==> config.mk <==
export PLATFORM = sky130hd
export DESIGN_NAME = ball_renderer_flat
export DESIGN_NICKNAME = d
export VERILOG_FILES = /design/src/rtl/vga_timing_pkg.sv /design/src/rtl/ball_renderer_if.sv /design/src/rtl/vga_timing_gen.sv /design/src/rtl/ball_renderer.sv /design/src/flat_wrapper.sv
export SDC_FILE = /design/constraint.sdc
export NUM_CORES = 1
export LEC_CHECK = 0
export CAP_MARGIN = 0
export CORE_MARGIN = 3
export CORE_UTILIZATION = 40
export CTS_CLUSTER_DIAMETER = 60
export DETAILED_ROUTE_END_ITERATION = 16
export PLACE_DENSITY = 0.7
export REMOVE_ABC_BUFFERS = 1
export SYNTH_ARGS = -nofsm -noshare
export SYNTH_HDL_FRONTEND = slang
export SYNTH_HIERARCHICAL = 1
export SYNTH_SLANG_ARGS = --single-unit
==> constraint.sdc <==
create_clock -name clock -period 6.4 [get_ports clock]
set_input_delay 1.92 -clock clock [delete_from_list [all_inputs] [get_ports clock]]
set_output_delay 1.92 -clock clock [all_outputs]
set_load 0.01 [all_outputs]
==> src/rtl/vga_timing_pkg.sv <==
// rtl/vga_timing_pkg.sv - 800x600@72 Hz raster constants and sprite defaults
// Contents: visible/porch/sync lengths, totals, sync start/end columns and
// lines, counter and position widths, square size, colours, sync polarity.
package vga_timing_pkg;

  localparam int H_VISIBLE = 800;
  localparam int H_FRONT   = 56;
  localparam int H_SYNC    = 120;
  localparam int H_BACK    = 64;
  localparam int V_VISIBLE = 600;
  localparam int V_FRONT   = 37;
  localparam int V_SYNC    = 6;
  localparam int V_BACK    = 23;

  localparam int H_TOTAL = H_VISIBLE + H_FRONT + H_SYNC + H_BACK;  // 1040
  localparam int V_TOTAL = V_VISIBLE + V_FRONT + V_SYNC + V_BACK;  // 666

  localparam int H_SYNC_START = H_VISIBLE + H_FRONT;                // 856
  localparam int H_SYNC_END   = H_SYNC_START + H_SYNC;              // 976
  localparam int V_SYNC_START = V_VISIBLE + V_FRONT;                // 637
  localparam int V_SYNC_END   = V_SYNC_START + V_SYNC;              // 643

  localparam int H_W = 11;  // horizontal counter width
  localparam int V_W = 10;  // vertical counter width
  localparam int X_W = 12;  // hor_pos width
  localparam int Y_W = 11;  // ver_pos width

  typedef logic [11:0] rgb_t;

  localparam int   SIZE       = 25;
  localparam rgb_t BALL_COLOR = 12'hFFF;
  localparam rgb_t BG_COLOR   = 12'h00F;
  localparam logic SYNC_POL   = 1'b1;

endpackage

==> src/rtl/ball_renderer_if.sv <==
// rtl/ball_renderer_if.sv - position-in / VGA-out bundle of the ball renderer
// master: drives hor_pos/ver_pos, receives rgb/hsync/vsync/video_on/frame_tick.
// slave : the renderer side of the same signals.
interface ball_renderer_if;
  import vga_timing_pkg::*;

  logic [X_W-1:0] hor_pos;
  logic [Y_W-1:0] ver_pos;
  rgb_t           rgb;
  logic           hsync;
  logic           vsync;
  logic           video_on;
  logic           frame_tick;

  modport master (
    output hor_pos, ver_pos,
    input  rgb, hsync, vsync, video_on, frame_tick
  );

  modport slave (
    input  hor_pos, ver_pos,
    output rgb, hsync, vsync, video_on, frame_tick
  );

endinterface

==> src/rtl/vga_timing_gen.sv <==
// rtl/vga_timing_gen.sv - raster counters with unregistered sync/visible/latch decode
// Ports: clock, reset (sync, active-high); h, v counters; hsync_act, vsync_act
// (active while in the sync window); visible (active area); latch_now
// (h == 0 on the first blanked line).
module vga_timing_gen
  import vga_timing_pkg::*;
#(
  parameter int H_VISIBLE = vga_timing_pkg::H_VISIBLE,
  parameter int H_FRONT   = vga_timing_pkg::H_FRONT,
  parameter int H_SYNC    = vga_timing_pkg::H_SYNC,
  parameter int H_BACK    = vga_timing_pkg::H_BACK,
  parameter int V_VISIBLE = vga_timing_pkg::V_VISIBLE,
  parameter int V_FRONT   = vga_timing_pkg::V_FRONT,
  parameter int V_SYNC    = vga_timing_pkg::V_SYNC,
  parameter int V_BACK    = vga_timing_pkg::V_BACK
) (
  input  logic           clock,
  input  logic           reset,
  output logic [H_W-1:0] h,
  output logic [V_W-1:0] v,
  output logic           hsync_act,
  output logic           vsync_act,
  output logic           visible,
  output logic           latch_now
);

  localparam int HT  = H_VISIBLE + H_FRONT + H_SYNC + H_BACK;
  localparam int VT  = V_VISIBLE + V_FRONT + V_SYNC + V_BACK;
  localparam int HSS = H_VISIBLE + H_FRONT;
  localparam int HSE = HSS + H_SYNC;
  localparam int VSS = V_VISIBLE + V_FRONT;
  localparam int VSE = VSS + V_SYNC;

  always_ff @(posedge clock) begin
    if (reset) begin
      h <= '0;
      v <= '0;
    end else if (h == H_W'(HT - 1)) begin
      h <= '0;
      v <= (v == V_W'(VT - 1)) ? '0 : v + 1'b1;
    end else begin
      h <= h + 1'b1;
    end
  end

  // vsync is decoded from v alone, so it spans whole lines.
  assign hsync_act = (h >= H_W'(HSS)) && (h < H_W'(HSE));
  assign vsync_act = (v >= V_W'(VSS)) && (v < V_W'(VSE));
  assign visible   = (h < H_W'(H_VISIBLE)) && (v < V_W'(V_VISIBLE));
  assign latch_now = (h == '0) && (v == V_W'(V_VISIBLE));

endmodule

==> src/rtl/ball_renderer.sv <==
// rtl/ball_renderer.sv - draws a SIZE x SIZE square over a flat background on VGA
// Ports: clock, reset (sync, active-high); bus (slave): hor_pos/ver_pos in,
// rgb/hsync/vsync/video_on/frame_tick out, all registered one cycle after
// the raster counter state they describe.
module ball_renderer
  import vga_timing_pkg::*;
#(
  parameter int   H_VISIBLE  = vga_timing_pkg::H_VISIBLE,
  parameter int   H_FRONT    = vga_timing_pkg::H_FRONT,
  parameter int   H_SYNC     = vga_timing_pkg::H_SYNC,
  parameter int   H_BACK     = vga_timing_pkg::H_BACK,
  parameter int   V_VISIBLE  = vga_timing_pkg::V_VISIBLE,
  parameter int   V_FRONT    = vga_timing_pkg::V_FRONT,
  parameter int   V_SYNC     = vga_timing_pkg::V_SYNC,
  parameter int   V_BACK     = vga_timing_pkg::V_BACK,
  parameter int   SIZE       = vga_timing_pkg::SIZE,
  parameter rgb_t BALL_COLOR = vga_timing_pkg::BALL_COLOR,
  parameter rgb_t BG_COLOR   = vga_timing_pkg::BG_COLOR,
  parameter logic SYNC_POL   = vga_timing_pkg::SYNC_POL
) (
  input  logic           clock,
  input  logic           reset,
  ball_renderer_if.slave bus
);

  // One extra bit so x+SIZE / y+SIZE never wrap back into low columns/lines.
  localparam int XS_W = X_W + 1;
  localparam int YS_W = Y_W + 1;

  logic [H_W-1:0] h;
  logic [V_W-1:0] v;
  logic           hsync_act;
  logic           vsync_act;
  logic           visible;
  logic           latch_now;

  logic [X_W-1:0] x;
  logic [Y_W-1:0] y;
  logic           inside_x;
  logic           inside_y;
  rgb_t           rgb_next;

  vga_timing_gen #(
    .H_VISIBLE (H_VISIBLE),
    .H_FRONT   (H_FRONT),
    .H_SYNC    (H_SYNC),
    .H_BACK    (H_BACK),
    .V_VISIBLE (V_VISIBLE),
    .V_FRONT   (V_FRONT),
    .V_SYNC    (V_SYNC),
    .V_BACK    (V_BACK)
  ) u_timing (
    .clock     (clock),
    .reset     (reset),
    .h         (h),
    .v         (v),
    .hsync_act (hsync_act),
    .vsync_act (vsync_act),
    .visible   (visible),
    .latch_now (latch_now)
  );

  always_comb begin
    inside_x = ({2'b00, h} >= {1'b0, x}) &&
               ({2'b00, h} <  ({1'b0, x} + XS_W'(SIZE)));
    inside_y = ({2'b00, v} >= {1'b0, y}) &&
               ({2'b00, v} <  ({1'b0, y} + YS_W'(SIZE)));
    rgb_next = 12'h000;
    if (visible) begin
      rgb_next = (inside_x && inside_y) ? BALL_COLOR : BG_COLOR;
    end
  end

  // The position is only sampled at the start of vertical blank, so the
  // square never tears within a drawn frame.
  always_ff @(posedge clock) begin
    if (reset) begin
      x              <= '0;
      y              <= '0;
      bus.rgb        <= 12'h000;
      bus.hsync      <= ~SYNC_POL;
      bus.vsync      <= ~SYNC_POL;
      bus.video_on   <= 1'b0;
      bus.frame_tick <= 1'b0;
    end else begin
      if (latch_now) begin
        x <= bus.hor_pos;
        y <= bus.ver_pos;
      end
      bus.rgb        <= rgb_next;
      bus.hsync      <= hsync_act ? SYNC_POL : ~SYNC_POL;
      bus.vsync      <= vsync_act ? SYNC_POL : ~SYNC_POL;
      bus.video_on   <= visible;
      bus.frame_tick <= latch_now;
    end
  end

endmodule

==> src/flat_wrapper.sv <==
// flat-port wrapper written by rule: the top's interface ports become plain ports
module ball_renderer_flat import vga_timing_pkg::*;
#(
  parameter int   H_VISIBLE  = vga_timing_pkg::H_VISIBLE,
  parameter int   H_FRONT    = vga_timing_pkg::H_FRONT,
  parameter int   H_SYNC     = vga_timing_pkg::H_SYNC,
  parameter int   H_BACK     = vga_timing_pkg::H_BACK,
  parameter int   V_VISIBLE  = vga_timing_pkg::V_VISIBLE,
  parameter int   V_FRONT    = vga_timing_pkg::V_FRONT,
  parameter int   V_SYNC     = vga_timing_pkg::V_SYNC,
  parameter int   V_BACK     = vga_timing_pkg::V_BACK,
  parameter int   SIZE       = vga_timing_pkg::SIZE,
  parameter rgb_t BALL_COLOR = vga_timing_pkg::BALL_COLOR,
  parameter rgb_t BG_COLOR   = vga_timing_pkg::BG_COLOR,
  parameter logic SYNC_POL   = vga_timing_pkg::SYNC_POL
)
  (clock, reset, bus_hor_pos, bus_ver_pos, bus_rgb, bus_hsync, bus_vsync, bus_video_on, bus_frame_tick);
  ball_renderer_if bus_i ();
  input  logic clock;
  input  logic reset;
  input wire logic [$bits(bus_i.hor_pos)-1:0] bus_hor_pos;
  input wire logic [$bits(bus_i.ver_pos)-1:0] bus_ver_pos;
  output wire logic [$bits(bus_i.rgb)-1:0] bus_rgb;
  output wire logic [$bits(bus_i.hsync)-1:0] bus_hsync;
  output wire logic [$bits(bus_i.vsync)-1:0] bus_vsync;
  output wire logic [$bits(bus_i.video_on)-1:0] bus_video_on;
  output wire logic [$bits(bus_i.frame_tick)-1:0] bus_frame_tick;
  assign bus_i.hor_pos = bus_hor_pos;
  assign bus_i.ver_pos = bus_ver_pos;
  assign bus_rgb = bus_i.rgb;
  assign bus_hsync = bus_i.hsync;
  assign bus_vsync = bus_i.vsync;
  assign bus_video_on = bus_i.video_on;
  assign bus_frame_tick = bus_i.frame_tick;
  ball_renderer #(.H_VISIBLE(H_VISIBLE), .H_FRONT(H_FRONT), .H_SYNC(H_SYNC), .H_BACK(H_BACK), .V_VISIBLE(V_VISIBLE), .V_FRONT(V_FRONT), .V_SYNC(V_SYNC), .V_BACK(V_BACK), .SIZE(SIZE), .BALL_COLOR(BALL_COLOR), .BG_COLOR(BG_COLOR), .SYNC_POL(SYNC_POL)) u_core (.clock(clock), .reset(reset), .bus(bus_i));
endmodule
==> results.py, run 1 <==
metrics = {
    "placement": {
        "port_buffers": 40,
        "dp_cells": 537,
        "hpwlAfterDp_mm": 5.82,
        "place_congestion": 0.850,
    },
    "cts": {
        "cts_num_sinks": 50,
        "clk_latency_ns": 0.31,
        "clkTransAtPathRegs_ns": 0.10,
        "clockBufferDepth": 2,
        "post_cts.repair.setup_buffers": 0,
        "cts_buffers": 5,
        "htree_num_levels": 2,
        "hold_buffers": 0,
        "cts_root_buf": "clkbuf_8",
        "tritoncts": "built",
        "ctsResizeCount": 0,
    },
    "synthesis": {
        "yosysTopAreaCellShare_pct": 27.9,
        "synth_warnings": 6,
        "synthArstFlopShare_pct": 0,
        "yosys-top-cells-area": "dfxtp_1, ha_1, mux2i_1",
        "synth_edf_count": 0,
        "yosys.area.top_type": "dfxtp_1",
        "synth_cells": 411,
        "ys_seq_area_share_pct": 27.9,
        "syn_avg_cell_area_um2": 8.74,
        "ys.flop_type": "dfxtp_1",
        "synth-seq-cells": 50,
        "synthesis.area_mm2": 0.00359,
        "synth_cell_type_count": 52,
    },
    "setup_path": {
        "crit_family": "buffers and inverters",
        "cp.arrival_ns": 1.37,
        "crit_buf_inv": 1,
        "start_kind": "flip-flop",
        "cp_slowest_cell": "clkdlybuf4s50_1",
        "cp.depth": 1,
        "cp-end-kind": "output port",
        "critPathMaxFanout": 8,
        "crit_chain": "clkdlybuf4s50_1",
        "critical-path-max-stage-delay_ns": 0.60,
        "crit_required_ns": 4.48,
        "path_class": "reg -> out",
        "reg2reg_depth": 10,
    },
    "power": {
        "peakVddDrop_uv": 83.0,
        "powerDensity_mw_per_mm2": 137,
        "p_leak_nw": 1.52,
    },
    "global_route": {
        "grt_overflow": 0,
        "grt_pass1_vias": 2806,
        "grt_start_max_net_pins": 34,
        "grt_use_total_pct": 15.7,
        "grt_first_pass_wirelength_mm": 13.1,
        "antenna_found_initial": 0,
    },
    "timing": {
        "finalSetupViolations": 0,
        "finalCriticalPeriod_ns": 3.29,
        "slew_headroom_pct": 55.7,
        "finalMaxSlewViolations": 0,
        "tightest_slew_ns": 0.661,
        "rsz0062_at_grt": "no",
        "skew_ns": 0.0141,
        "finalCritPeriodShare_pct": 51.5,
        "tns_ns": 0,
        "fmax_ghz": 0.304,
        "hold_violations": 0,
    },
    "route": {
        "wl_mm": 7.60,
        "drcViolationCount": 0,
        "wl_per_cell_um": 13.9,
        "viasPerCell": 5.36,
        "vias": 2921,
        "ant_nets": 0,
        "detail_route.first_pass.iterations": 4,
        "drt_iter0_markers": 119,
    },
    "cells_and_area": {
        "fillerInstances": 797,
        "final_cell_mix": "nor2_1, ha_1, dfxtp_1, clkdlybuf4s50_1, inv_1",
        "areaGrowthSynthToFinish_pct": 14.0,
        "drive_above_1_share_pct": 6.59,
        "layout_commonest_cell": "nor2_1",
        "stdcell_count": 545,
        "diodes": 0,
        "nNetsFinal": 514,
    },
    "floorplan": {
        "io_pins": 41,
        "die-area_mm2": 0.0102,
        "rows": 33,
        "die_w_um": 101,
        "core_mm2": 0.00846,
        "initial_utilization_pct": 42.5,
        "die_h_um": 101,
    },
    "hold_path": {
        "hold_depth": 1,
        "hp-class": "reg -> reg",
    },
    "run": {
        "cap_violations": 0,
    },
    "outcome": {
        "status": "complete, no violations",
    },
}
==> final timing paths <==
check / start / endpoint / slack [ns]
hold reg to reg: u_core/u_timing/h[0] / u_core/u_timing/h[0] / 0.52
hold / removal: u_core/u_timing/h[0] / u_core/u_timing/h[0] / 0.52
setup / recovery: u_core/bus.rgb[10] / bus_rgb[4] / 3.11
setup reg to reg: u_core/x[0] / u_core/bus.rgb[10] / 3.92
==> registers in the layout (all words and copies together) (netlist names) <==
name and cells:
u_core/bus.vsync 1, u_core/x 12, u_core/bus.rgb 2, u_core/bus.hsync 1, u_core/bus.video_on 1, u_core/bus.frame_tick 1, u_core/y 11, u_core/u_timing/h 11
u_core/u_timing/v 10
==> synthesized netlist by cell type (2+ instances only) <==
cell       n
o211ai_1   2
a31oi_1    3
xor2_1     4
and3_1     4
a211o_1    3
xnor2_1   24
nor3_4     2
o21a_1     2
o21ai_0   10
buf_4     10
o31ai_1    3
inv_1     33
nor4bb_1   2
and4_1     3
a211oi_1   2
a21oi_1   22
clkbuf_1   5
or3_1      3
nand2_1   16
nand3_1   14
nor4_1     5
nor2b_1    8
ha_1      50
mux2i_1   24
nand4_1   11
nor3_1     8
buf_2      4
nor2_1    53
a21o_1     6
a211oi_2   2
or3_2      2
buf_6      2
dfxtp_1   50
==> power by group <==
group	internal, mW	switching (mW)
combinational	0.0332	0.0208
sequential	0.314	0.00532
clock	0.0775	0.110
==> final cells by class <==
class,count,area (um2),share of cell area [%]
inverters,33,124,3.02
clock buffers,6,72.6,1.77
multi-input cells,307,2340,57.1
well taps,105,131,3.21
clock inverters,2,13.8,0.336
repair buffers,42,415,10.1
flip-flops and latches,50,1000,24.4
==> metal layers <==
metal / wire length [um] / part of all wire [%] / GRT usage (%)
met1: 3630 / 48 / 20.6
met2: 3610 / 48 / 26.2
met3: 198 / 2.6 / 1.80
met4: 154 / 2.0 / 6.42
met5: 0 / 0 / 0
==> kinds of logic (layout without fill, tap and decap cells) <==
kind of cell | Yosys count | in the layout | share of synthesized area [%]
flops | 50 | 50 | 27.9
fa+ha+maj | 50 | 50 | 17.4
compound gates | 60 | 60 | 11.4
simple gates | 144 | 144 | 22.1
buf+inv | 54 | 83 | 7.24
xor+xnor | 28 | 28 | 6.82
mux | 25 | 25 | 7.10
==> stage by stage <==
| step | util [%] | area (um2) | total power [mW] | worst slack [ns] | hold slack [ns] |
|---|---|---|---|---|---|
| floorplan | - | 3460 | 0.342 | 2.82 | 0.452 |
| global placement | 47.4 | 4010 | 0.379 | 3.11 | 0.487 |
| detailed placement | 47.4 | 4010 | 0.381 | 3.05 | 0.507 |
| CTS | 48.4 | 4100 | 0.566 | 3.07 | 0.530 |
| global route | 48.4 | 4100 | 0.581 | 3.03 | 0.545 |
| finish | 48.4 | 4100 | 0.560 | 3.11 | 0.518 |
(Power assumes the default switching activity.)
==> run 2: changes to the inputs <==
PLACE_DENSITY = 0.72   (was 0.7)
clock period = 2.67 ns   (was 6.4 ns; I/O delays follow)
==> run 2 against run 1 <==
Die area stayed put. Critical path depth is 9 higher. Final area is 0.76% higher. Global-route usage is 0.34 points higher. Clock skew is 0.0077 ns lower. Non-clock buffer count is 1 higher. Final cell count is 0.18% higher. Utilization is 0.37 points higher. Count of clock-buffer cells in the layout is 2 higher. Critical endpoint is now u_core/bus.rgb[10]. Largest cell class unchanged. Largest power group unchanged.
==> results.py, run 2 (synthesis results as in run 1) <==
metrics = {
    "cts": {
        "tritoncts": "built",
        "clockBufferDepth": 2,
        "cts_num_sinks": 50,
        "clk_latency_ns": 0.31,
        "cts_root_buf": "clkbuf_8",
        "hold_buffers": 0,
        "htree_num_levels": 2,
        "clkTransAtPathRegs_ns": 0.09,
        "cts_buffers": 5,
        "ctsResizeCount": 0,
        "post_cts.repair.setup_buffers": 0,
    },
    "power": {
        "p_leak_nw": 1.54,
        "total_power_mw": 1.42,
        "peakVddDrop_uv": 190,
        "powerDensity_mw_per_mm2": 344,
    },
    "cells_and_area": {
        "final_cell_mix": "nor2_1, ha_1, dfxtp_1, clkdlybuf4s50_1, inv_1",
        "layout_commonest_cell": "nor2_1",
        "final_util_pct": 48.8,
        "nNetsFinal": 515,
        "stdcell_count": 546,
        "areaGrowthSynthToFinish_pct": 14.8,
        "drive_above_1_share_pct": 7.03,
        "largest_register": "u_core/x",
        "largest_reg_flops": 12,
        "top_regs": "u_core/x: 12 flops, u_core/u_timing/h: 11 flops, u_core/y: 11 flops",
        "diodes": 0,
    },
    "setup_path": {
        "cp.arrival_ns": 2.69,
        "reg2reg_depth": 10,
        "path_class": "reg -> reg",
        "start_kind": "flip-flop",
        "crit_path_frequent_cell": "ha_1",
        "cp-end-kind": "flip-flop",
        "crit_family": "compound AO/OA/AOI/OAI gates",
        "critical-path-max-stage-delay_ns": 0.36,
        "crit_buf_inv": 0,
        "crit_chain": "ha_1 -> a211o_1 -> nand2_1 -> xnor2_1 -> ha_1 -> a21oi_1 -> o21ai_0 -> nor4_1 -> a211oi_1 -> nor4_2",
        "critPathMaxFanout": 5,
        "worstReg2RegStart": "u_core/y[0]",
        "reg2reg_to": "u_core/bus.rgb[10]",
        "crit_required_ns": 2.90,
        "r2r_slack_ns": 0.21,
        "cp_slowest_cell": "dfxtp_1",
    },
    "timing": {
        "finalCritPeriodShare_pct": 92.3,
        "finalSetupViolations": 0,
        "finalMaxSlewViolations": 0,
        "fmax_ghz": 0.406,
        "finalCriticalPeriod_ns": 2.46,
        "whs_ns": 0.501,
        "hold_violations": 0,
        "tightest_slew_ns": 0.473,
        "rsz0062_at_grt": "no",
        "slew_headroom_pct": 68.5,
        "skew_ns": 0.00638,
    },
    "floorplan": {
        "initial_utilization_pct": 42.5,
        "core_mm2": 0.00846,
        "die_h_um": 101,
        "io_pins": 41,
        "die-area_mm2": 0.0102,
        "rows": 33,
        "die_w_um": 101,
    },
    "route": {
        "vias": 2927,
        "wl_per_cell_um": 14.2,
        "drcViolationCount": 0,
        "wl_mm": 7.74,
        "ant_nets": 0,
        "drt_iter0_markers": 150,
        "detail_route.first_pass.iterations": 4,
        "viasPerCell": 5.36,
    },
    "placement": {
        "dp_cells": 538,
        "port_buffers": 40,
        "place_congestion": 0.899,
        "hpwlAfterDp_mm": 5.96,
    },
    "hold_path": {
        "hp-class": "reg -> reg",
        "min_from": "u_core/u_timing/h[0]",
        "hold_end": "u_core/u_timing/h[0]",
        "hold_depth": 1,
    },
    "global_route": {
        "antenna_found_initial": 0,
        "grt_use_total_pct": 16.1,
        "grt_first_pass_wirelength_mm": 13.3,
        "grt_pass1_vias": 2858,
        "grt_start_max_net_pins": 25,
        "grt_overflow": 0,
    },
    "outcome": {
        "status": "complete, no violations",
    },
    "run": {
        "cap_violations": 0,
    },
}
run 2: worst register-to-register path, stage by stage (launching register included):
cell and delay (ns):
dfxtp_1 0.36, ha_1 0.26, a211o_1 0.33, nand2_1 0.12, xnor2_1 0.14, ha_1 0.29, a21oi_1 0.16, o21ai_0 0.10
nor4_1 0.22, a211oi_1 0.16, nor4_2 0.25
run 2: power by group:
group / total, mW / switching [mW] / internal [mW]
Sequential: 0.765 / 0.0127 / 0.752
Combinational: 0.132 / 0.0511 / 0.0806
Clock: 0.521 / 0.259 / 0.262
run 2: worst max-delay path by stage:
| stage | cells past startpoint | end | start | slack (ns) |
|---|---|---|---|---|
| floorplan | 5 | u_core/x[0] | u_core/u_timing/h[5] | -0.91 |
| global placement | 10 | u_core/bus.rgb[10] | u_core/x[0] | 0.38 |
| detailed placement | 10 | u_core/bus.rgb[10] | u_core/y[0] | 0.25 |
| CTS | 10 | u_core/bus.rgb[10] | u_core/y[0] | 0.23 |
| global route | 11 | u_core/bus.rgb[10] | u_core/y[2] | 0.03 |
| finish | 10 | u_core/bus.rgb[10] | u_core/y[0] | 0.21 |
run 2: final cells by class:
cell class                 instances  area, um2
multi-input combinational        307       2340
tap                              105        131
clock buffer                       8        110
inverter                          33        124
sequential                        50       1000
timing repair buffer              43        423
fill                             781       4340
run 2: per-stage QoR:
stage          setup WS, ns  setup TNS [ns]  instance area [um2]
2_1_floorplan        -0.910          -21.68                 3460
3_3_place_gp          0.378               0                 4020
3_5_place_dp          0.248               0                 4020
4_1_cts               0.229               0                 4130
5_1_grt              0.0296               0                 4130
6_report              0.206               0                 4130
run 2: layer usage:
metal | vias up | wire length, um | track usage [%]
met3 | 11 | 333 | 2.49
li1 | 1493 | - | -
met4 | 0 | 144 | 6.53
met5 | - | 0 | 0
met2 | 64 | 3560 | 25.9
met1 | 1359 | 3690 | 21.4
==> run 3: changes to the inputs <==
CAP_MARGIN = 20   (was 0)
REMOVE_ABC_BUFFERS = not set   (was 1)
==> run 3 against run 2 <==
Count of clock-buffer cells in the layout decreased by 1. Setup slack improved by 0.015 ns. Sequential share of layout area is 0.11 points higher. Sequential power about the same. Clock skew up 0.0017 ns. Power decreased by 4.1%. Die area unchanged. Via count up 1.5%. Combinational power is essentially flat. Critical endpoint unchanged. Largest power group unchanged.
==> results.py, run 3 (synthesis results as in run 1) <==
metrics = {
    "outcome": {
        "status": "complete, no violations",
    },
    "cells_and_area": {
        "layout_commonest_cell": "nor2_1",
        "areaGrowthSynthToFinish_pct": 14.3,
        "final_cell_mix": "nor2_1, ha_1, dfxtp_1, clkdlybuf4s50_1, inv_1",
        "top_regs": "u_core/x: 12 flops, u_core/u_timing/h: 11 flops, u_core/y: 11 flops",
        "final_util_pct": 48.5,
        "final_area_mm2": 0.00411,
        "drive_above_1_share_pct": 6.80,
        "nNetsFinal": 515,
        "diodes": 0,
        "largest_reg_flops": 12,
        "largest_register": "u_core/x",
    },
    "setup_path": {
        "cp.arrival_ns": 2.65,
        "critical-path-max-stage-delay_ns": 0.39,
        "crit_buf_inv": 0,
        "reg2reg_to": "u_core/bus.rgb[10]",
        "path_class": "reg -> reg",
        "crit_chain": "ha_1 -> a211oi_2 -> nor4_1 -> xnor2_1 -> ha_1 -> and4_1 -> nand2_1 -> a21o_1 -> a211oi_2 -> nor4_2",
        "cp.depth": 10,
        "cp_slowest_cell": "dfxtp_1",
        "critPathMaxFanout": 6,
        "crit_required_ns": 2.87,
        "crit_family": "compound AO/OA/AOI/OAI gates",
        "start_kind": "flip-flop",
        "worstReg2RegStart": "u_core/x[0]",
        "r2r_slack_ns": 0.22,
        "cp-end-kind": "flip-flop",
        "reg2reg_depth": 10,
    },
    "cts": {
        "cts_root_buf": "clkbuf_8",
        "clkTransAtPathRegs_ns": 0.10,
        "post_cts.repair.setup_buffers": 0,
        "cts_buffers": 5,
        "tritoncts": "built",
        "clk_latency_ns": 0.31,
        "hold_buffers": 0,
        "htree_num_levels": 2,
        "ctsResizeCount": 0,
        "clockBufferDepth": 2,
        "cts_num_sinks": 50,
    },
    "route": {
        "wl_per_cell_um": 14.2,
        "drcViolationCount": 0,
        "ant_nets": 0,
        "vias": 2972,
        "drt_iter0_markers": 94,
        "viasPerCell": 5.44,
        "detail_route.first_pass.iterations": 4,
        "wl_mm": 7.74,
    },
    "hold_path": {
        "hp-class": "reg -> reg",
        "min_from": "u_core/u_timing/h[0]",
        "hold_end": "u_core/u_timing/h[0]",
        "hold_depth": 1,
    },
    "floorplan": {
        "die_h_um": 101,
        "die-area_mm2": 0.0102,
        "die_w_um": 101,
        "initial_utilization_pct": 42.5,
        "io_pins": 41,
        "rows": 33,
        "core_mm2": 0.00846,
    },
    "power": {
        "powerDensity_mw_per_mm2": 331,
        "p_leak_nw": 1.53,
        "peakVddDrop_uv": 191,
    },
    "global_route": {
        "antenna_found_initial": 0,
        "grt_start_max_net_pins": 29,
        "grt_pass1_vias": 2897,
        "grt_use_total_pct": 15.8,
        "grt_first_pass_wirelength_mm": 13.0,
        "grt_overflow": 0,
    },
    "timing": {
        "hold_violations": 0,
        "finalMaxSlewViolations": 0,
        "finalSetupViolations": 0,
        "slew_headroom_pct": 68.7,
        "fmax_ghz": 0.408,
        "finalCritPeriodShare_pct": 91.7,
        "skew_ns": 0.00810,
        "tns_ns": 0,
        "whs_ns": 0.505,
        "rsz0062_at_grt": "no",
        "finalCriticalPeriod_ns": 2.45,
        "tightest_slew_ns": 0.466,
    },
    "placement": {
        "placed_area_mm2": 0.00402,
        "hpwlAfterDp_mm": 6.08,
        "place_congestion": 0.827,
        "port_buffers": 40,
    },
    "run": {
        "cap_violations": 0,
    },
    "synthesis": {
        "syn_nets": 486,
    },
}
run 3: area by class of cell:
type                            count  area, um2
Timing Repair Buffer               43        423
Multi-Input combinational cell    307       2340
Inverter                           33        124
Fill cell                         826       4360
Clock inverter                      1       5.00
Tap cell                          105        131
Clock buffer                        7       86.3
Sequential cell                    50       1000
run 3: worst max-delay path by stage:
stage,start,endpoint
after CTS,u_core/x[0],u_core/bus.rgb[10]
after global placement,u_core/x[0],u_core/bus.rgb[10]
after floorplan,u_core/x[0],u_core/bus.rgb[10]
after detailed placement,u_core/x[0],u_core/bus.rgb[10]
final,u_core/x[0],u_core/bus.rgb[10]
after global routing,u_core/x[0],u_core/bus.rgb[10]
run 3: where the power goes:
| part | leakage (nW) | internal, mW | switching, mW | total [mW] |
|---|---|---|---|---|
| Combinational | 1.08 | 0.0796 | 0.0502 | 0.130 |
| Clock | 0.0482 | 0.210 | 0.255 | 0.465 |
| Sequential | 0.404 | 0.752 | 0.0131 | 0.766 |
run 3: stage by stage:
step           total power, mW  cells  setup slack [ns]
4_1_cts                   1.38    546             0.242
3_3_place_gp             0.910    538             0.377
2_1_floorplan            0.847    411             0.477
6_report                  1.36    546             0.221
3_5_place_dp             0.915    538             0.274
5_1_grt                   1.42    546            0.0985
run 3: per-layer routing:
layer / global-route usage (%) / wire length (um) / vias to the layer above
met5: 0 / 0 / -
met4: 6.42 / 165 / 0
met3: 2.77 / 382 / 17
met2: 25.6 / 3540 / 85
met1: 20.6 / 3650 / 1381
li1: - / - / 1489
==> patch 1, RTL diff (config.mk and constraints of run 3) <==
Change the package constant `Y_W` from 11 to 22.
--- a/src/rtl/vga_timing_pkg.sv
+++ b/src/rtl/vga_timing_pkg.sv
@@ -24,5 +24,5 @@
   localparam int V_W = 10;  // vertical counter width
   localparam int X_W = 12;  // hor_pos width
-  localparam int Y_W = 11;  // ver_pos width
+  localparam int Y_W = 22;  // ver_pos width
 
   typedef logic [11:0] rgb_t;
Ports: changed (resized bus_ver_pos); port bits go from 41 to 52. The function was not compared with the original's and may differ.
==> patch 1 against run 3 <==
  * Highest routed layer unchanged
  * Setup slack got worse by 0.013 ns
  * Critical path type unchanged
  * Wire length increased by 21%
  * Sequential cell count increased by 11
  * Synthesized area increased by 16%
  * Cell area increased by 22%
  * Via count increased by 20%
  * Largest cell class unchanged
  * Worst hold slack improved by 0.021 ns
  * Die area increased by 15%
  * Power increased by 44%
==> patch 1: results (changes against run 3) <==
status=complete, no violations (unchanged); largest registers=u_core/y: 22 flops, u_core/x: 12 flops, u_core/u_timing/h: 11 flops (was u_core/x: 12 flops, u_core/u_timing/h: 11 flops, u_core/y: 11 flops); P_sw=435.6 uW (was 318.2 uW); number of detailed-route iterations in the first pass=4 (unchanged); layout cells sized above 1=8.194% (was 6.803%); pre-CTS worst setup slack=0.1887 ns (was 0.2735 ns); Leak Pwr=1.804 nW (was 1.532 nW); Final nets=618 (was 515); Non-Filler Instances=670 (was 546); Yosys cell types=59 (was 52); Critical R2R Capture=u_core/bus.rgb[10]$_SDFF_PP0_ (unchanged); Root Buffer=clkbuf_8 (unchanged); post-synth net total=572 (was 486); Worst setup EP type=flip-flop (unchanged); first-pass GRT wire length=16100 um (was 13010 um); final WL=9384 um (was 7736 um); DP HPWL=7256 um (was 6084 um); Slew @ Worst Pin=0.4979 ns (was 0.4658 ns); Post-Syn Instances=486 (was 411); top cells by count, synth=65 x nor2_1, 61 x dfxtp_1, 50 x ha_1 (was 53 x nor2_1, 50 x dfxtp_1, 50 x ha_1); asr flop ratio synth=0% (unchanged); largest net degree at the start of global routing=23 (was 29); synth top area cells=dfxtp_1 29%, ha_1 15%, mux2i_1 8.6% (was dfxtp_1 28%, ha_1 17%, mux2i_1 6.7%); Syn. warnings=6 (unchanged); CTS Buf Count=9 (was 5); worst vdd ir=0.0002292 V (was 0.0001909 V); clk_lat worst skew=0.34 ns (was 0.31 ns); Primary FF master, synth=dfxtp_1 (unchanged); routability cong.=0.8895 (was 0.8271); crit path from=u_core/y[0]$_SDFFE_PP0P_ (was u_core/x[0]$_SDFFE_PP0P_); initial detailed-routing violation count=158 (was 94); EDFF count, synth=0 (unchanged); Setup Skew=0.01068 ns (was 0.008102 ns); Max Clock Freq=406.2 MHz (was 408.4 MHz); fillcell total=902 (was 826); Worst-path clk slew=0.07 ns (was 0.10 ns); Largest Register=u_core/y (was u_core/x); initial antenna violation count=0 (unchanged); Seq/Total Area, Yosys=29.20% (was 27.86%); gr usage total=17.22% (was 15.77%); ANT cells=0 (unchanged); htree depth=3 (was 2); Crit Path Max Fanout=4 (was 6); Hold Crit Class=reg2reg (unchanged); Buffers on Ports=51 (was 40); routed vias/inst=5.324 (was 5.443); # placed instances=654 (was 538); Worst EP arrival=2.66 ns (was 2.65 ns); vias in the first global route=3444 (was 2897)
patch 1: timing repair:
action,CTS,global route
buffers inserted,0,0
resized for setup,0,1
setup endpoints to repair,0,1
patch 1: routing by layer:
layer	routed length (um)	vias to the layer above	track usage [%]
li1	-	1797	-
met1	4458	1672	22.71
met2	4414	86	28.06
met3	355	12	2.806
met4	156	0	6.943
met5	0	-	0
patch 1: cell families after synthesis:
group	Yosys count	share of synthesized area [%]
AND/OR/NAND/NOR	178	22.44
flip-flops	61	29.20
buffers and inverters	60	6.673
XOR/XNOR	36	7.541
adder cells (fa/ha/maj)	50	14.96
multiplexers	36	8.618
AO/OA/AOI/OAI	65	10.56
patch 1: worst min-delay path by stage:
stage,cells past startpoint,slack (ns),from,endpoint
after global placement,1,0.47,u_core/u_timing/h[0]$_SDFF_PP0_,u_core/u_timing/h[0]$_SDFF_PP0_
final,2,0.53,u_core/x[10]$_SDFFE_PP0P_,u_core/x[10]$_SDFFE_PP0P_
after global routing,1,0.52,u_core/u_timing/h[0]$_SDFF_PP0_,u_core/u_timing/h[0]$_SDFF_PP0_
after CTS,1,0.50,u_core/u_timing/h[0]$_SDFF_PP0_,u_core/u_timing/h[0]$_SDFF_PP0_
after floorplan,1,0.45,u_core/u_timing/h[0]$_SDFF_PP0_,u_core/u_timing/h[0]$_SDFF_PP0_
after detailed placement,1,0.49,u_core/u_timing/h[0]$_SDFF_PP0_,u_core/u_timing/h[0]$_SDFF_PP0_
patch 1: power by group through the flow:
stage / Combinational [mW] / Clock [mW] / Sequential [mW]
2_1_floorplan: 0.0673 / 0 / 0.949
3_3_place_gp: 0.147 / 0 / 0.950
3_5_place_dp: 0.149 / 0 / 0.951
4_1_cts: 0.150 / 0.904 / 0.930
5_1_grt: 0.163 / 0.939 / 0.931
6_report: 0.148 / 0.875 / 0.931
patch 1: final cells by class:
class                      count  area share, %
clock buffer                  13          3.377
clock inverter                 3         0.8504
inverter                      34          2.551
multi-input combinational    365          53.78
sequential                    61          24.41
tap                          133          3.327
timing repair buffer          61          11.71
patch 1: through the flow:
| stage | util, % | total power, mW | instance area, sq um |
|---|---|---|---|
| floorplan | - | 1.016 | 4182 |
| global placement | 48.09 | 1.097 | 4787 |
| detailed placement | 48.09 | 1.100 | 4787 |
| CTS | 50.21 | 1.984 | 4999 |
| global route | 50.25 | 2.034 | 5002 |
| finish | 50.25 | 1.954 | 5002 |
patch 1: critical path, stage by stage (launching register included):
cell and delay [ns]:
dfxtp_1 0.32, ha_1 0.23, a211o_2 0.38, nand2_1 0.10, xnor2_1 0.07, ha_1 0.30
nand3_1 0.08, a21oi_1 0.11, o311ai_0 0.12, a2111oi_0 0.46, a311oi_1 0.15
==> patch 2, RTL diff (flow settings as in run 3) <==
Made on the original files. Make the reset (`reset`) asynchronous in 2 clocked blocks.
--- a/src/rtl/vga_timing_gen.sv
+++ b/src/rtl/vga_timing_gen.sv
@@ -32,5 +32,5 @@
   localparam int VSE = VSS + V_SYNC;
 
-  always_ff @(posedge clock) begin
+  always_ff @(posedge clock or posedge reset) begin
     if (reset) begin
       h <= '0;
--- a/src/rtl/ball_renderer.sv
+++ b/src/rtl/ball_renderer.sv
@@ -74,5 +74,5 @@
   // The position is only sampled at the start of vertical blank, so the
   // square never tears within a drawn frame.
-  always_ff @(posedge clock) begin
+  always_ff @(posedge clock or posedge reset) begin
     if (reset) begin
       x              <= '0;
Function: differs if reset is asserted again (counterexample within 4 cycles, from zero or initial values and one cycle with reset high); with reset held inactive, the same outputs for 10 cycles.
==> patch 2 against run 3 <==
  * Cell area down 1.2%
  * Setup slack gained 0.029 ns
  * Synthesized cell count down 5.6%
  * Sequential cell count decreased by 1
  * Sequential share of layout area increased by 5.9 points
  * Worst hold slack improved by 0.0013 ns
  * Wire length fell by 5.1%
  * Critical path depth grew 1
  * Synthesized area fell by 3.7%
  * Largest cell class unchanged
Power is not compared: it rests on default switching activity, and its combinational part moved more than twofold at a synthesized area within 25%.
==> patch 2: results (changes against run 3) <==
first-pass GRT wire length=12810 um (was 13010 um); post-synthesis compound-gate area fraction=12.94% (was 11.42%); dpl cell area=3953 sq um (was 4016 sq um); post-synth net total=463 (was 486); top cells by count, synth=50 x ha_1, 49 x dfrtp_1, 39 x nand2_1 (was 53 x nor2_1, 50 x dfxtp_1, 50 x ha_1); Synth Area in Adders=18.08% (was 17.41%); synth top area cells=dfrtp_1 35%, ha_1 18%, xnor2_1 5.1% (was dfxtp_1 28%, ha_1 17%, mux2i_1 6.7%); Largest stage delay, worst path=0.44 ns (was 0.39 ns); Buffers on Ports=40 (unchanged); Yosys cell types=50 (was 52); Worst EP arrival=2.60 ns (was 2.65 ns); routability cong.=0.8410 (was 0.8271); wire length per cell=13.88 um (was 14.17 um); initial detailed-routing violation count=110 (was 94); Post-Syn Instances=388 (was 411); WHS=0.5062 ns (was 0.5049 ns); Syn. warnings=6 (unchanged); R2R Setup Slk=0.25 ns (was 0.22 ns); Non-Filler Instances=529 (was 546); Seq/Total Area, Yosys=35.43% (was 27.86%); # placed instances=521 (was 538); Min-Delay Endpoint=u_core/u_timing/h[0]$_DFF_PP0_ (was u_core/u_timing/h[0]$_SDFF_PP0_); R2R cell count=11 (was 10); cell family with most CP delay=compound AO/OA/AOI/OAI gates (unchanged); largest registers=u_core/x: 12 flops, u_core/u_timing/h: 11 flops, u_core/y: 11 flops (unchanged); worst vdd ir=0.0002030 V; hold path startpoint=u_core/u_timing/h[0]$_DFF_PP0_ (was u_core/u_timing/h[0]$_SDFF_PP0_); fillcell total=759 (was 826); Crit Path Max Fanout=5 (was 6); CTS Buf Count=5 (unchanged); Final nets=498 (was 515); layout cells sized above 1=6.368% (was 6.803%); mux cell area share after synthesis=0.9400% (was 7.103%); gr usage total=15.81% (was 15.77%); fin crit period=2.420 ns (was 2.449 ns); Reg-to-Reg Start=u_core/x[0]$_DFFE_PP0P_ (was u_core/x[0]$_SDFFE_PP0P_); Primary FF master, synth=dfrtp_1 (was dfxtp_1); Vias=2723 (was 2972); Post-Synth XOR/XNOR Area=6.833% (was 6.825%); DP HPWL=5699 um (was 6084 um); Setup Skew=0.008064 ns (was 0.008102 ns); pre-CTS worst setup slack=0.2780 ns (was 0.2735 ns); critical path's slowest cell=dfrtp_1 (was dfxtp_1); htree depth=2 (unchanged); CP Capture Point=u_core/bus.rgb[10]$_DFF_PP0_ (was u_core/bus.rgb[10]$_SDFF_PP0_); asr flop ratio synth=100.0% (was 0%); initial antenna violation count=0 (unchanged); largest net degree at the start of global routing=23 (was 29); Rel. slew slack=64.14% (was 68.66%); status=complete, no violations (unchanged)
-- patch 2: routing by layer --
metal / vias up / share of wire, % / wire (um) / GRT usage, %
met1: 1236 / 46 / 3404 / 21.03
met4: 0 / 1.3 / 96 / 5.042
li1: 1417 / - / - / -
met2: 63 / 48 / 3550 / 26.39
met3: 7 / 4.0 / 290 / 2.406
met5: - / 0 / 0 / 0
-- patch 2: area by class of cell --
class	count	area, sq um	area share [%]
Multi-Input combinational cell	283	1991	49.06
Sequential cell	49	1226	30.22
Timing Repair Buffer	48	473.0	11.66
Inverter	36	135.1	3.330
Tap cell	105	131.4	3.238
Clock buffer	7	96.34	2.374
Clock inverter	1	5.005	0.1233
-- patch 2: report_power, final --
| group | switching, mW | internal (mW) |
|---|---|---|
| clock | 0.247 | 0.235 |
| sequential | 0 | 0.741 |
| combinational | 0.0204 | 0.0344 |
-- patch 2: logic make-up after synthesis --
family / count (synthesis)
simple gates: 127
compound gates: 76
fa+ha+maj: 50
mux: 3
buf+inv: 56
flops: 49
xor+xnor: 27
